<file path="src/rtl/rank_pkg.sv">
// Shared types and default sizing for the rank change logger.
package rank_pkg;

  localparam int DEF_DATA_WIDTH  = 32;
  localparam int DEF_STAMP_WIDTH = 16;
  localparam int DEF_DEPTH       = 8;

  // One logged change at the default sizing: new value plus its cycle stamp.
  typedef struct packed {
    logic [DEF_DATA_WIDTH-1:0]  value;
    logic [DEF_STAMP_WIDTH-1:0] stamp;
  } rank_event_t;

  // Width of an occupancy counter able to hold 0..depth.
  function automatic int count_width(input int depth);
    return $clog2(depth + 1);
  endfunction

endpackage

</file>
<file path="src/rtl/sync_fifo.sv">
// Small synchronous FIFO with register storage, exact occupancy count and
// synchronous clear. A push is accepted when not full, or when full and a pop
// is performed in the same cycle.
module sync_fifo
  import rank_pkg::*;
#(
  parameter int WIDTH = DEF_DATA_WIDTH + DEF_STAMP_WIDTH,
  parameter int DEPTH = DEF_DEPTH,
  localparam int AW   = $clog2(DEPTH),
  localparam int CW   = count_width(DEPTH)
) (
  input  logic             clk,
  input  logic             resetn,
  input  logic             clear,
  input  logic             push,
  input  logic [WIDTH-1:0] wdata,
  input  logic             pop,
  output logic [WIDTH-1:0] rdata,
  output logic             full,
  output logic             empty,
  output logic [CW-1:0]    count
);

  logic [WIDTH-1:0] mem [DEPTH];
  logic [AW-1:0]    wr_ptr;
  logic [AW-1:0]    rd_ptr;
  logic [CW-1:0]    count_q;
  logic             pop_ok;
  logic             push_ok;

  assign empty   = (count_q == '0);
  assign full    = (count_q == CW'(DEPTH));
  assign pop_ok  = pop && !empty;
  assign push_ok = push && (!full || pop_ok);
  assign count   = count_q;
  // Head entry is held in a register, so there is no path from wdata to rdata.
  assign rdata   = mem[rd_ptr];

  // Storage: cleared on reset/clear so a discarded head reads back as zero.
  always_ff @(posedge clk or negedge resetn) begin
    if (!resetn) begin
      for (int i = 0; i < DEPTH; i++) mem[i] <= '0;
    end else if (clear) begin
      for (int i = 0; i < DEPTH; i++) mem[i] <= '0;
    end else if (push_ok) begin
      mem[wr_ptr] <= wdata;
    end
  end

  // Pointers wrap naturally at DEPTH (power of two); count tracks occupancy.
  always_ff @(posedge clk or negedge resetn) begin
    if (!resetn) begin
      wr_ptr  <= '0;
      rd_ptr  <= '0;
      count_q <= '0;
    end else if (clear) begin
      wr_ptr  <= '0;
      rd_ptr  <= '0;
      count_q <= '0;
    end else begin
      if (push_ok) wr_ptr <= wr_ptr + 1'b1;
      if (pop_ok)  rd_ptr <= rd_ptr + 1'b1;
      case ({push_ok, pop_ok})
        2'b10:   count_q <= count_q + 1'b1;
        2'b01:   count_q <= count_q - 1'b1;
        default: count_q <= count_q;
      endcase
    end
  end

endmodule

</file>
<file path="src/rtl/rank_change_logger.sv">
// Watches the tracker output every cycle, logs each change as (value, stamp)
// into a small FIFO, and drains the events through a valid/ready port.
module rank_change_logger
  import rank_pkg::*;
#(
  parameter int DATA_WIDTH  = DEF_DATA_WIDTH,
  parameter int STAMP_WIDTH = DEF_STAMP_WIDTH,
  parameter int DEPTH       = DEF_DEPTH
) (
  input  logic                         clk,
  input  logic                         resetn,
  input  logic                         clear,
  input  logic [DATA_WIDTH-1:0]        din,
  output logic                         out_valid,
  input  logic                         out_ready,
  output logic [DATA_WIDTH-1:0]        out_value,
  output logic [STAMP_WIDTH-1:0]       out_stamp,
  output logic [$clog2(DEPTH+1)-1:0]   count,
  output logic                         overflow
);

  typedef struct packed {
    logic [DATA_WIDTH-1:0]  value;
    logic [STAMP_WIDTH-1:0] stamp;
  } event_t;

  localparam int EW = DATA_WIDTH + STAMP_WIDTH;

  logic [DATA_WIDTH-1:0]  prev_q;
  logic [STAMP_WIDTH-1:0] stamp_q;
  logic                   overflow_q;
  logic                   change;
  logic                   push;
  logic                   pop;
  logic                   fifo_full;
  logic                   fifo_empty;
  event_t                 wr_event;
  event_t                 head_event;
  logic [EW-1:0]          head_bits;

  // A change is any difference from the last sampled value; clear suppresses it.
  assign change   = (din != prev_q);
  assign push     = change && !clear;
  assign pop      = out_valid && out_ready && !clear;
  assign wr_event = '{value: din, stamp: stamp_q};

  sync_fifo #(
    .WIDTH (EW),
    .DEPTH (DEPTH)
  ) u_fifo (
    .clk    (clk),
    .resetn (resetn),
    .clear  (clear),
    .push   (push),
    .wdata  (wr_event),
    .pop    (pop),
    .rdata  (head_bits),
    .full   (fifo_full),
    .empty  (fifo_empty),
    .count  (count)
  );

  assign head_event = event_t'(head_bits);
  assign out_valid  = !fifo_empty;
  assign out_value  = head_event.value;
  assign out_stamp  = head_event.stamp;
  assign overflow   = overflow_q;

  // Last sampled tracker value and free-running cycle stamp.
  always_ff @(posedge clk or negedge resetn) begin
    if (!resetn) begin
      prev_q  <= '0;
      stamp_q <= '0;
    end else if (clear) begin
      prev_q  <= '0;
      stamp_q <= '0;
    end else begin
      prev_q  <= din;
      stamp_q <= stamp_q + 1'b1;
    end
  end

  // Sticky drop flag: set when a change arrives at a full FIFO with no pop.
  always_ff @(posedge clk or negedge resetn) begin
    if (!resetn) begin
      overflow_q <= 1'b0;
    end else if (clear) begin
      overflow_q <= 1'b0;
    end else if (push && fifo_full && !pop) begin
      overflow_q <= 1'b1;
    end
  end

endmodule

</file>
<file path="config.mk">
export PLATFORM = sky130hd
export DESIGN_NAME = rank_change_logger
export DESIGN_NICKNAME = d
export VERILOG_FILES = /design/src/rtl/rank_pkg.sv /design/src/rtl/sync_fifo.sv /design/src/rtl/rank_change_logger.sv
export SDC_FILE = /design/constraint.sdc
export NUM_CORES = 1
export LEC_CHECK = 0
export CAP_MARGIN = 20
export CORE_AREA = 8 8 233 235
export DETAILED_ROUTE_END_ITERATION = 6
export DIE_AREA = 0 0 241 243
export HOLD_SLACK_MARGIN = 0.12
export PLACE_DENSITY = 0.68
export SLEW_MARGIN = 20
export SYNTH_ARGS = -nofsm -noshare
export SYNTH_HDL_FRONTEND = slang
export SYNTH_SLANG_ARGS = --single-unit
</file>
<file path="constraint.sdc">
create_clock -name clk -period 8.77 [get_ports clk]
set_input_delay 0.877 -clock clk [delete_from_list [all_inputs] [get_ports clk]]
set_output_delay 0.877 -clock clk [all_outputs]
set_load 0.01 [all_outputs]
</file>
==> results.tsv, run 1 <==
metric	value	unit
outcome	completed	
clock sinks	443	
row cnt	83	
Clock Skew	11.46	ps
Synth area leaders	dfrtp_1 49%, mux4_2 9.6%, nand3_1 7.4%	
HPWL after DPL	34010	um
layout cells sized above 1	16.24	%
Vias/cell	6.202	
Post-Syn Instances	2153	
Clock transition at path regs	60	ps
post-layout minimum cycle time	4669	ps
max cap viols	0	
Most used DFF post-synth	dfrtp_1	
Post-Synth Simple-Gate Area	11.20	%
Port-buffer cells	89	
Netlist cell types	44	
Syn-to-layout area delta	10.44	%
worst slew pin tran	1127	ps
CP required	7890	ps
FF+latch count, synth	443	
Synth area leader	dfrtp_1	
die width	241	um
Starting Density	44.47	%
Initial DRC Count	1980	
CP max FO	40	
CTS max path bufs	3	
initial antenna violation count	0	
Post-Syn Nets	2195	
synthesized area	22540	um2
Avg Inst Size Synth	10.47	um2
Pwr Total	0.005111	W
Slew Viols, Final	0	
GRT Util Overall	21.46	%
RSZ-0062 raised after global routing	no	
H-tree levels	2	
first-pass detailed-route iteration total	6	
Post-synth EDFFs	0	
CTS tree	yes	
chip height	243	um
post-synthesis xor/xnor area fraction	2.176	%
Ant. Diodes	0	
# IOs	90	
number of remaining DRC errors	0	
Worst Setup Path Type	flop to primary output	
Crit. End Element	primary output	
critical path startpoint category	flop	
Slew headroom	24.84	%
largest family of logic cells by synthesized area	compound AO/OA/AOI/OAI gates	
fmax	214.2	MHz
Synth Area in Adders	0.3664	%
CORE AREA	50680	um2
Root Buffer	clkbuf_16	
vias in the first global route	17620	
GP Congestion	0.7766	
first-pass GRT wire length	101500	um
sequential-to-total area share from yosys stat	49.19	%
grt total ovfl	0	
Final nets	2093	
CTS resizes	0	
Die ar.	58560	um2
FFs w/ async S/R, synth	100.0	%
most instantiated cells after synthesis	443 x dfrtp_1, 333 x nand3_1, 283 x a21oi_1	
routed vias	17170	
Final TNS setup	0	ps
Clk Latency, worst-skew pair	570	ps
Inserted Clock Buffers	47	
Power Density	205.3	nW/um2
multiplexer share of the synthesized area	14.77	%
Peak VDD IR	0.1418	mV
Synth Warn #	0	
Final ANT Viol Nets	0	
setup bufs post-CTS	0	
Tcrit/Tclk final	53.24	%
final wirelength	63030	um
top-count cell post-synth	dfrtp_1	
LEAKAGE	10.08	nW
setup violators final	0	
largest net degree at the start of global routing	197	
Min-Delay Path Class	input port to asynchronous set/reset pin	
Synth top area share	49.19	%
Synth Area in Compound Gates	16.08	%
WL/cell	22.77	um
Critical Path AT	3790	ps
CTS Hold Bufs	0	
final hold viol count	0	
final timing paths:
check / startpoint / end / slack [ps] / depth (start not counted)
min in group clk: u_fifo.mem[240]$_DFFE_PN0P_ / u_fifo.mem[240]$_DFFE_PN0P_ / 520 / 2
max in group asynchronous: resetn / u_fifo.mem[30]$_DFFE_PN0P_ / 6160 / 3
setup / recovery: u_fifo.rd_ptr[0]$_DFFE_PN0P_ / out_value[19] / 4100 / 4
setup reg to reg: prev_q[0]$_DFF_PN0_ / u_fifo.count[3]$_DFFE_PN0P_ / 5030 / 11
hold / removal: resetn / u_fifo.mem[102]$_DFFE_PN0P_ / 400 / 1
hold reg to reg: u_fifo.mem[240]$_DFFE_PN0P_ / u_fifo.mem[240]$_DFFE_PN0P_ / 520 / 2
cell usage in the layout (no fill, tap or decap), types with 5 or more instances in the layout:
cell type / n
xnor2_1: 33
nand3_1: 333
o21ai_1: 190
nor2_1: 84
ha_1: 5
a21oi_2: 48
xor2_1: 10
buf_4: 29
clkinv_2: 16
bufinv_16: 7
clkdlybuf4s50_1: 87
nand2_1: 9
dfrtp_1: 440
a21oi_1: 283
mux2_2: 51
nor2b_1: 36
xnor2_2: 7
clkbuf_16: 49
o21ai_0: 138
clkbuf_1: 5
clkbuf_8: 8
nand4_1: 15
mux4_2: 96
mux2i_1: 58
report_power, final:
part	internal (W)	switching [W]	leakage, nW	total, W
combinational	0.000307	0.000489	3.13	0.000796
clock	0.00129	0.000832	0.833	0.00212
sequential	0.00209	0.000101	6.12	0.00219
flip-flops by register name, indices dropped and copies added, names as in the netlist:
| register | flops |
|---|---|
| stamp_q | 16 |
| prev_q | 32 |
| overflow | 1 |
| u_fifo.rd_ptr | 3 |
| u_fifo.mem | 384 |
| u_fifo.count | 4 |
| u_fifo.wr_ptr | 3 |
per-layer routing:
layer | wire length (um) | GRT usage (%) | vias up
li1 | - | - | 7557
met1 | 25310 | 28.57 | 8753
met2 | 31240 | 35.32 | 731
met3 | 4676 | 3.490 | 127
met4 | 1805 | 7.219 | 0
met5 | 0 | 0 | -
cell type report:
class,instances,area (um2)
Fill cell,4590,25790
Inverter,2,7.507
Tap cell,680,850.8
Multi-Input combinational cell,1435,10090
Clock buffer,62,1355
Timing Repair Buffer,122,1190
Clock inverter,24,299.0
Sequential cell,443,11090
worst max-delay path: stages, from the launching register on:
cell and delay [ps]:
dfrtp_4 930, buf_4 800, mux4_2 610, mux2_2 320
clkdlybuf4s50_1 510
cells by family after synthesis:
group	after synthesis
AOI/OAI and AO/OA	670
and+or+nand+nor	503
DFF	443
buffers and inverters	275
muxes	206
xor gates and xnor gates	50
adders and majority gates	6
stage by stage:
stage / util, % / worst slack [ps] / instances / cell area [um2] / hold WS, ps
2_1_floorplan: - / 5187 / 2153 / 22540 / 484.1
3_3_place_gp: 45.80 / 3921 / 2681 / 23210 / 498.0
3_5_place_dp: 45.80 / 3947 / 2681 / 23210 / 509.9
4_1_cts: 49.07 / 4001 / 2767 / 24870 / 431.8
5_1_grt: 49.11 / 3884 / 2768 / 24890 / 464.4
6_report: 49.11 / 4101 / 2768 / 24890 / 402.7
Note: power is estimated with default switching activity, not from simulation.
==> inputs of run 2 (changes only) <==
--- a/config.mk
+++ b/config.mk
@@ -10,7 +10,7 @@
 export DETAILED_ROUTE_END_ITERATION = 6
 export DIE_AREA = 0 0 241 243
 export HOLD_SLACK_MARGIN = 0.12
-export PLACE_DENSITY = 0.68
+export PLACE_DENSITY = 0.7
 export SLEW_MARGIN = 20
 export SYNTH_ARGS = -nofsm -noshare
 export SYNTH_HDL_FRONTEND = slang
==> constraint.sdc (replaced) <==
create_clock -name clk -period 4.1 [get_ports clk]
set_input_delay 0.41 -clock clk [delete_from_list [all_inputs] [get_ports clk]]
set_output_delay 0.41 -clock clk [all_outputs]
set_load 0.01 [all_outputs]
==> results.tsv, run 2 (synthesis results as in run 1) <==
metric	value	unit
outcome	completed	
Syn-to-layout area delta	11.87	%
chip height	243	um
Worst Hold Depth	2	
post-layout minimum cycle time	3581	ps
GP Congestion	0.7912	
Worst path max stage delay	920	ps
CORE AREA	50680	um2
number of remaining DRC errors	0	
biggest regs	u_fifo.mem x384, prev_q x32, stamp_q x16	
Min-Delay Path Class	input port to flop	
worst path cell trace	buf_12 -> mux4_2 -> mux2_2 -> clkdlybuf4s50_1	
row cnt	83	
Final TNS setup	0	ps
routed vias	17510	
first-pass detailed-route iteration total	5	
max reg flops	384	
H-tree levels	2	
CTS resizes	0	
most frequent cells in the layout	440 x dfrtp_1, 333 x nand3_1, 283 x a21oi_1	
die width	241	um
first-pass GRT wire length	102800	um
Clock transition at path regs	60	ps
FF-to-FF path depth	11	
final wirelength	64870	um
Tcrit/Tclk final	87.35	%
Critical Path AT	3170	ps
Inserted Clock Buffers	47	
Clk Latency, worst-skew pair	560	ps
worst slew pin tran	1162	ps
Slew headroom	22.56	%
CP max FO	30	
RSZ-0062 raised after global routing	no	
Clock Skew	15.09	ps
Port-buffer cells	89	
HPWL after DPL	34690	um
critical path startpoint category	flop	
Die ar.	58560	um2
WL/cell	23.18	um
fillers	4497	
layout cells sized above 1	16.60	%
Peak VDD IR	0.2559	mV
setup violators final	0	
Final nets	2120	
final hold viol count	0	
Final ANT Viol Nets	0	
LEAKAGE	10.21	nW
CTS tree	yes	
GRT Util Overall	21.78	%
setup bufs post-CTS	0	
grt total ovfl	0	
CTS max path bufs	3	
worst-case hold slack	302.3	ps
Initial DRC Count	2011	
# IOs	90	
Pwr Total	0.01081	W
initial antenna violation count	3	
Vias/cell	6.258	
Slew Viols, Final	0	
largest net degree at the start of global routing	221	
vias in the first global route	17760	
fmax	279.2	MHz
CP required	3690	ps
commonest non-fill, non-tap cell in the layout	dfrtp_1	
Crit-path slowest cell	dfrtp_4	
Worst Setup Path Type	flop to primary output	
clock sinks	443	
max cap viols	0	
Starting Density	44.47	%
Crit. End Element	primary output	
Most flops, register	u_fifo.mem	
Power Density	428.5	nW/um2
Root Buffer	clkbuf_16	
-- run 2: changes by cell type in the layout (fill, tap and decap cells not counted), sizes merged --
cell,previous run,this run
clkbuf,62,82
diode,0,3
bufinv,7,1
buf,35,61
clkinv,17,3
dlygate4sd3,0,1
-- run 2: repair_timing --
item | CTS | global route
hold endpoints to repair | 49 | 0
hold buffers | 1 | 0
setup endpoints to repair | 0 | 0
-- run 2: worst paths after layout --
kind / from / to / slack, ps
worst max-delay path: u_fifo.rd_ptr[0]$_DFFE_PN0P_ / out_value[6] / 520
min in group asynchronous: resetn / u_fifo.mem[147]$_DFFE_PN0P_ / 370
worst min-delay path: clear / overflow$_DFFE_PN0P_ / 300
worst max register to register: prev_q[1]$_DFF_PN0_ / u_fifo.count[3]$_DFFE_PN0P_ / 810
max in group asynchronous: resetn / u_fifo.mem[62]$_DFFE_PN0P_ / 2490
worst min register to register: u_fifo.mem[149]$_DFFE_PN0P_ / u_fifo.mem[149]$_DFFE_PN0P_ / 520
-- run 2: through the flow --
stage               utilization [%]  std cells  cell area (um2)  worst slack [ps]
finish                        49.75       2798            25210             518.5
global route                  49.75       2798            25210             394.3
CTS                           49.74       2795            25210             461.1
detailed placement            46.67       2708            23650             299.7
global placement              46.67       2708            23650             309.3
floorplan                         -       2153            22540             983.7
-- run 2: area by class of cell --
| class | count | area [um2] | share of cell area, % |
|---|---|---|---|
| sequential | 443 | 11090 | 44.00 |
| inverter | 2 | 7.507 | 0.02977 |
| clock buffer | 82 | 1500 | 5.950 |
| multi-input combinational | 1435 | 10090 | 40.03 |
| antenna | 3 | 7.507 | 0.02977 |
| timing repair buffer | 149 | 1617 | 6.411 |
| tap | 680 | 850.8 | 3.374 |
| clock inverter | 4 | 45.04 | 0.1786 |
-- run 2: where the power goes --
part	total, W	switching [W]	internal, W
sequential	0.00468	0.000201	0.00447
combinational	0.00187	0.00112	0.000745
clock	0.00426	0.00174	0.00253
total	0.0108	0.00306	0.00775
-- run 2: worst max-delay path: cells and delay by family (launching register included) --
kind | cells | cell delay [ps]
flip-flops | 1 | 920
multiplexers | 2 | 850
buffers and inverters | 2 | 810
-- run 2: routing by layer --
layer  vias to the layer above  global-route usage [%]  share of wire, %
met2                       766                   34.71                49
li1                       7609                       -                 -
met5                         -                       0                 0
met1                      9002                   29.16                41
met3                       133                   3.513               6.7
met4                         0                   9.383               3.7
==> inputs of run 3 (changes only) <==
==> constraint.sdc (replaced) <==
create_clock -name clk -period 3.2 [get_ports clk]
set_input_delay 0.32 -clock clk [delete_from_list [all_inputs] [get_ports clk]]
set_output_delay 0.32 -clock clk [all_outputs]
set_load 0.01 [all_outputs]
==> results.tsv, run 3 (synthesis results as in run 1) <==
metric	value	unit
outcome	completed	
Ant. Diodes	0	
largest net degree at the start of global routing	216	
fmax	328.2	MHz
Slew headroom	29.64	%
Pwr Total	0.01416	W
Final ANT Viol Nets	0	
grt total ovfl	0	
layout cells sized above 1	19.64	%
Crit. End Element	flop	
first-pass GRT wire length	105600	um
routed vias	17870	
Critical Path AT	3510	ps
final hold viol count	0	
total internal power	0.01015	W
clock sinks	443	
Slew Viols, Final	0	
row cnt	83	
CP required	3660	ps
Final nets	2195	
Starting Density	44.47	%
GP Congestion	0.8266	
H-tree levels	2	
LEAKAGE	10.71	nW
worst path cell trace	xnor2_1 -> buf_4 -> nand4_1 -> buf_4 -> nor4_4 -> nand3_1 -> nor2_2 -> ha_1 -> a21o_1 -> a21o_1 -> nor4_2 -> a31o_2 -> mux2_1	
setup violators final	0	
Die ar.	58560	um2
Vias/cell	6.230	
Clock transition at path regs	60	ps
commonest non-fill, non-tap cell in the layout	dfrtp_1	
Tcrit/Tclk final	95.23	%
Root Buffer	clkbuf_16	
HPWL after DPL	37260	um
Worst Setup Path Type	flop to flop	
Syn-to-layout area delta	15.96	%
CP max FO	3	
# IOs	90	
Min-Delay Path Class	input port to asynchronous set/reset pin	
Most flops, register	u_fifo.mem	
Clk pwr share	38.8	%
max cap viols	0	
CTS max path bufs	3	
initial antenna violation count	0	
first-pass detailed-route iteration total	5	
worst slew pin tran	1055	ps
die width	241	um
Buffers & Inverters on Critical Path	2	
WL/cell	22.91	um
worst-case hold slack	376.7	ps
max reg flops	384	
top cell family by delay on the critical path	simple AND/OR/NAND/NOR gates	
post-layout minimum cycle time	3047	ps
number of remaining DRC errors	0	
GRT Util Overall	22.37	%
Worst path max stage delay	370	ps
Peak VDD IR	0.3260	mV
most frequent cells in the layout	440 x dfrtp_1, 333 x nand3_1, 283 x a21oi_1	
switch share	28.32	%
Reg power frac	41.2	%
Initial DRC Count	2108	
biggest regs	u_fifo.mem x384, prev_q x32, stamp_q x16	
chip height	243	um
Clock Skew	14.92	ps
critical path startpoint category	flop	
Power Density	541.9	nW/um2
Clk Latency, worst-skew pair	580	ps
CORE AREA	50680	um2
CTS tree	yes	
vias in the first global route	18570	
NetSw	0.004010	W
Crit-path slowest cell	dfrtp_1	
Comb pwr share	20.0	%
Port-buffer cells	89	
final wirelength	65730	um
RSZ-0062 raised after global routing	no	
Inserted Clock Buffers	47	
## run 3: cell count changes in the layout (fill, tap and decap cells not counted), moves of 2 or more
cell | previous run | this run
xnor2_1 | 33 | 31
diode_2 | 3 | 0
buf_12 | 21 | 47
buf_4 | 38 | 85
clkbuf_1 | 18 | 16
xnor2_2 | 7 | 9
## run 3: area by class of cell
cell class,instances,area (um2)
Sequential cell,443,11090
Fill cell,4452,24540
Timing Repair Buffer,224,2515
Inverter,2,7.507
Multi-Input combinational cell,1435,10120
Clock buffer,81,1506
Tap cell,680,850.8
Clock inverter,4,45.04
## run 3: worst paths after layout
kind | startpoint | to | cells past startpoint | slack, ps
min in group clk | din[7] | u_fifo.mem[119]$_DFFE_PN0P_ | 4 | 490
worst min-delay path | resetn | u_fifo.mem[339]$_DFFE_PN0P_ | 2 | 380
worst min register to register | u_fifo.mem[249]$_DFFE_PN0P_ | u_fifo.mem[249]$_DFFE_PN0P_ | 2 | 520
worst max register to register | prev_q[28]$_DFF_PN0_ | u_fifo.count[3]$_DFFE_PN0P_ | 13 | 150
worst max-delay path | prev_q[28]$_DFF_PN0_ | u_fifo.count[3]$_DFFE_PN0P_ | 13 | 150
max in group asynchronous | resetn | u_fifo.mem[125]$_DFFE_PN0P_ | 3 | 1790
## run 3: power by group through the flow
stage / Combinational (W) / Sequential (W) / Clock, W
6_report: 0.00283 / 0.00584 / 0.00549
4_1_cts: 0.00283 / 0.00583 / 0.00557
2_1_floorplan: 0.00161 / 0.00590 / 0
5_1_grt: 0.00300 / 0.00585 / 0.00579
3_3_place_gp: 0.00263 / 0.00600 / 0
3_5_place_dp: 0.00266 / 0.00601 / 0
## run 3: through the flow
step,TNS (ps),setup slack (ps),instances,util [%],cell area (um2)
floorplan,0,173.7,2153,-,22540
detailed placement,-437.0,-437.0,2779,48.31,24480
finish,0,152.6,2869,51.57,26140
global route,0,3.072,2869,51.57,26140
CTS,0,17.27,2869,51.52,26110
global placement,-458.2,-458.2,2779,48.31,24480
## run 3: timing repair
item	in CTS	in global routing
hold buffers	2	0
setup buffers	3	0
hold endpoints to repair	114	0
setup endpoints to repair	43	1
pin swaps	0	1
resized for setup	0	4
## run 3: worst reg2reg max path, delay by kind of cell, from the launching register on
family                   cells  cell delay [ps]
flip-flops                   1              370
multiplexers                 1              310
adder cells (fa/ha/maj)      1              250
AO/OA/AOI/OAI                3              510
buffers and inverters        2              330
AND/OR/NAND/NOR              5              970
XOR/XNOR                     1              180
## run 3: layer usage
layer / global-route usage (%) / wire, um / vias up / share of wire [%]
li1: - / - / 7758 / -
met1: 29.60 / 26310 / 9155 / 40
met2: 36.33 / 32210 / 832 / 49
met3: 3.343 / 4717 / 128 / 7.2
met4: 9.471 / 2499 / 0 / 3.8
met5: 0 / 0 / - / 0
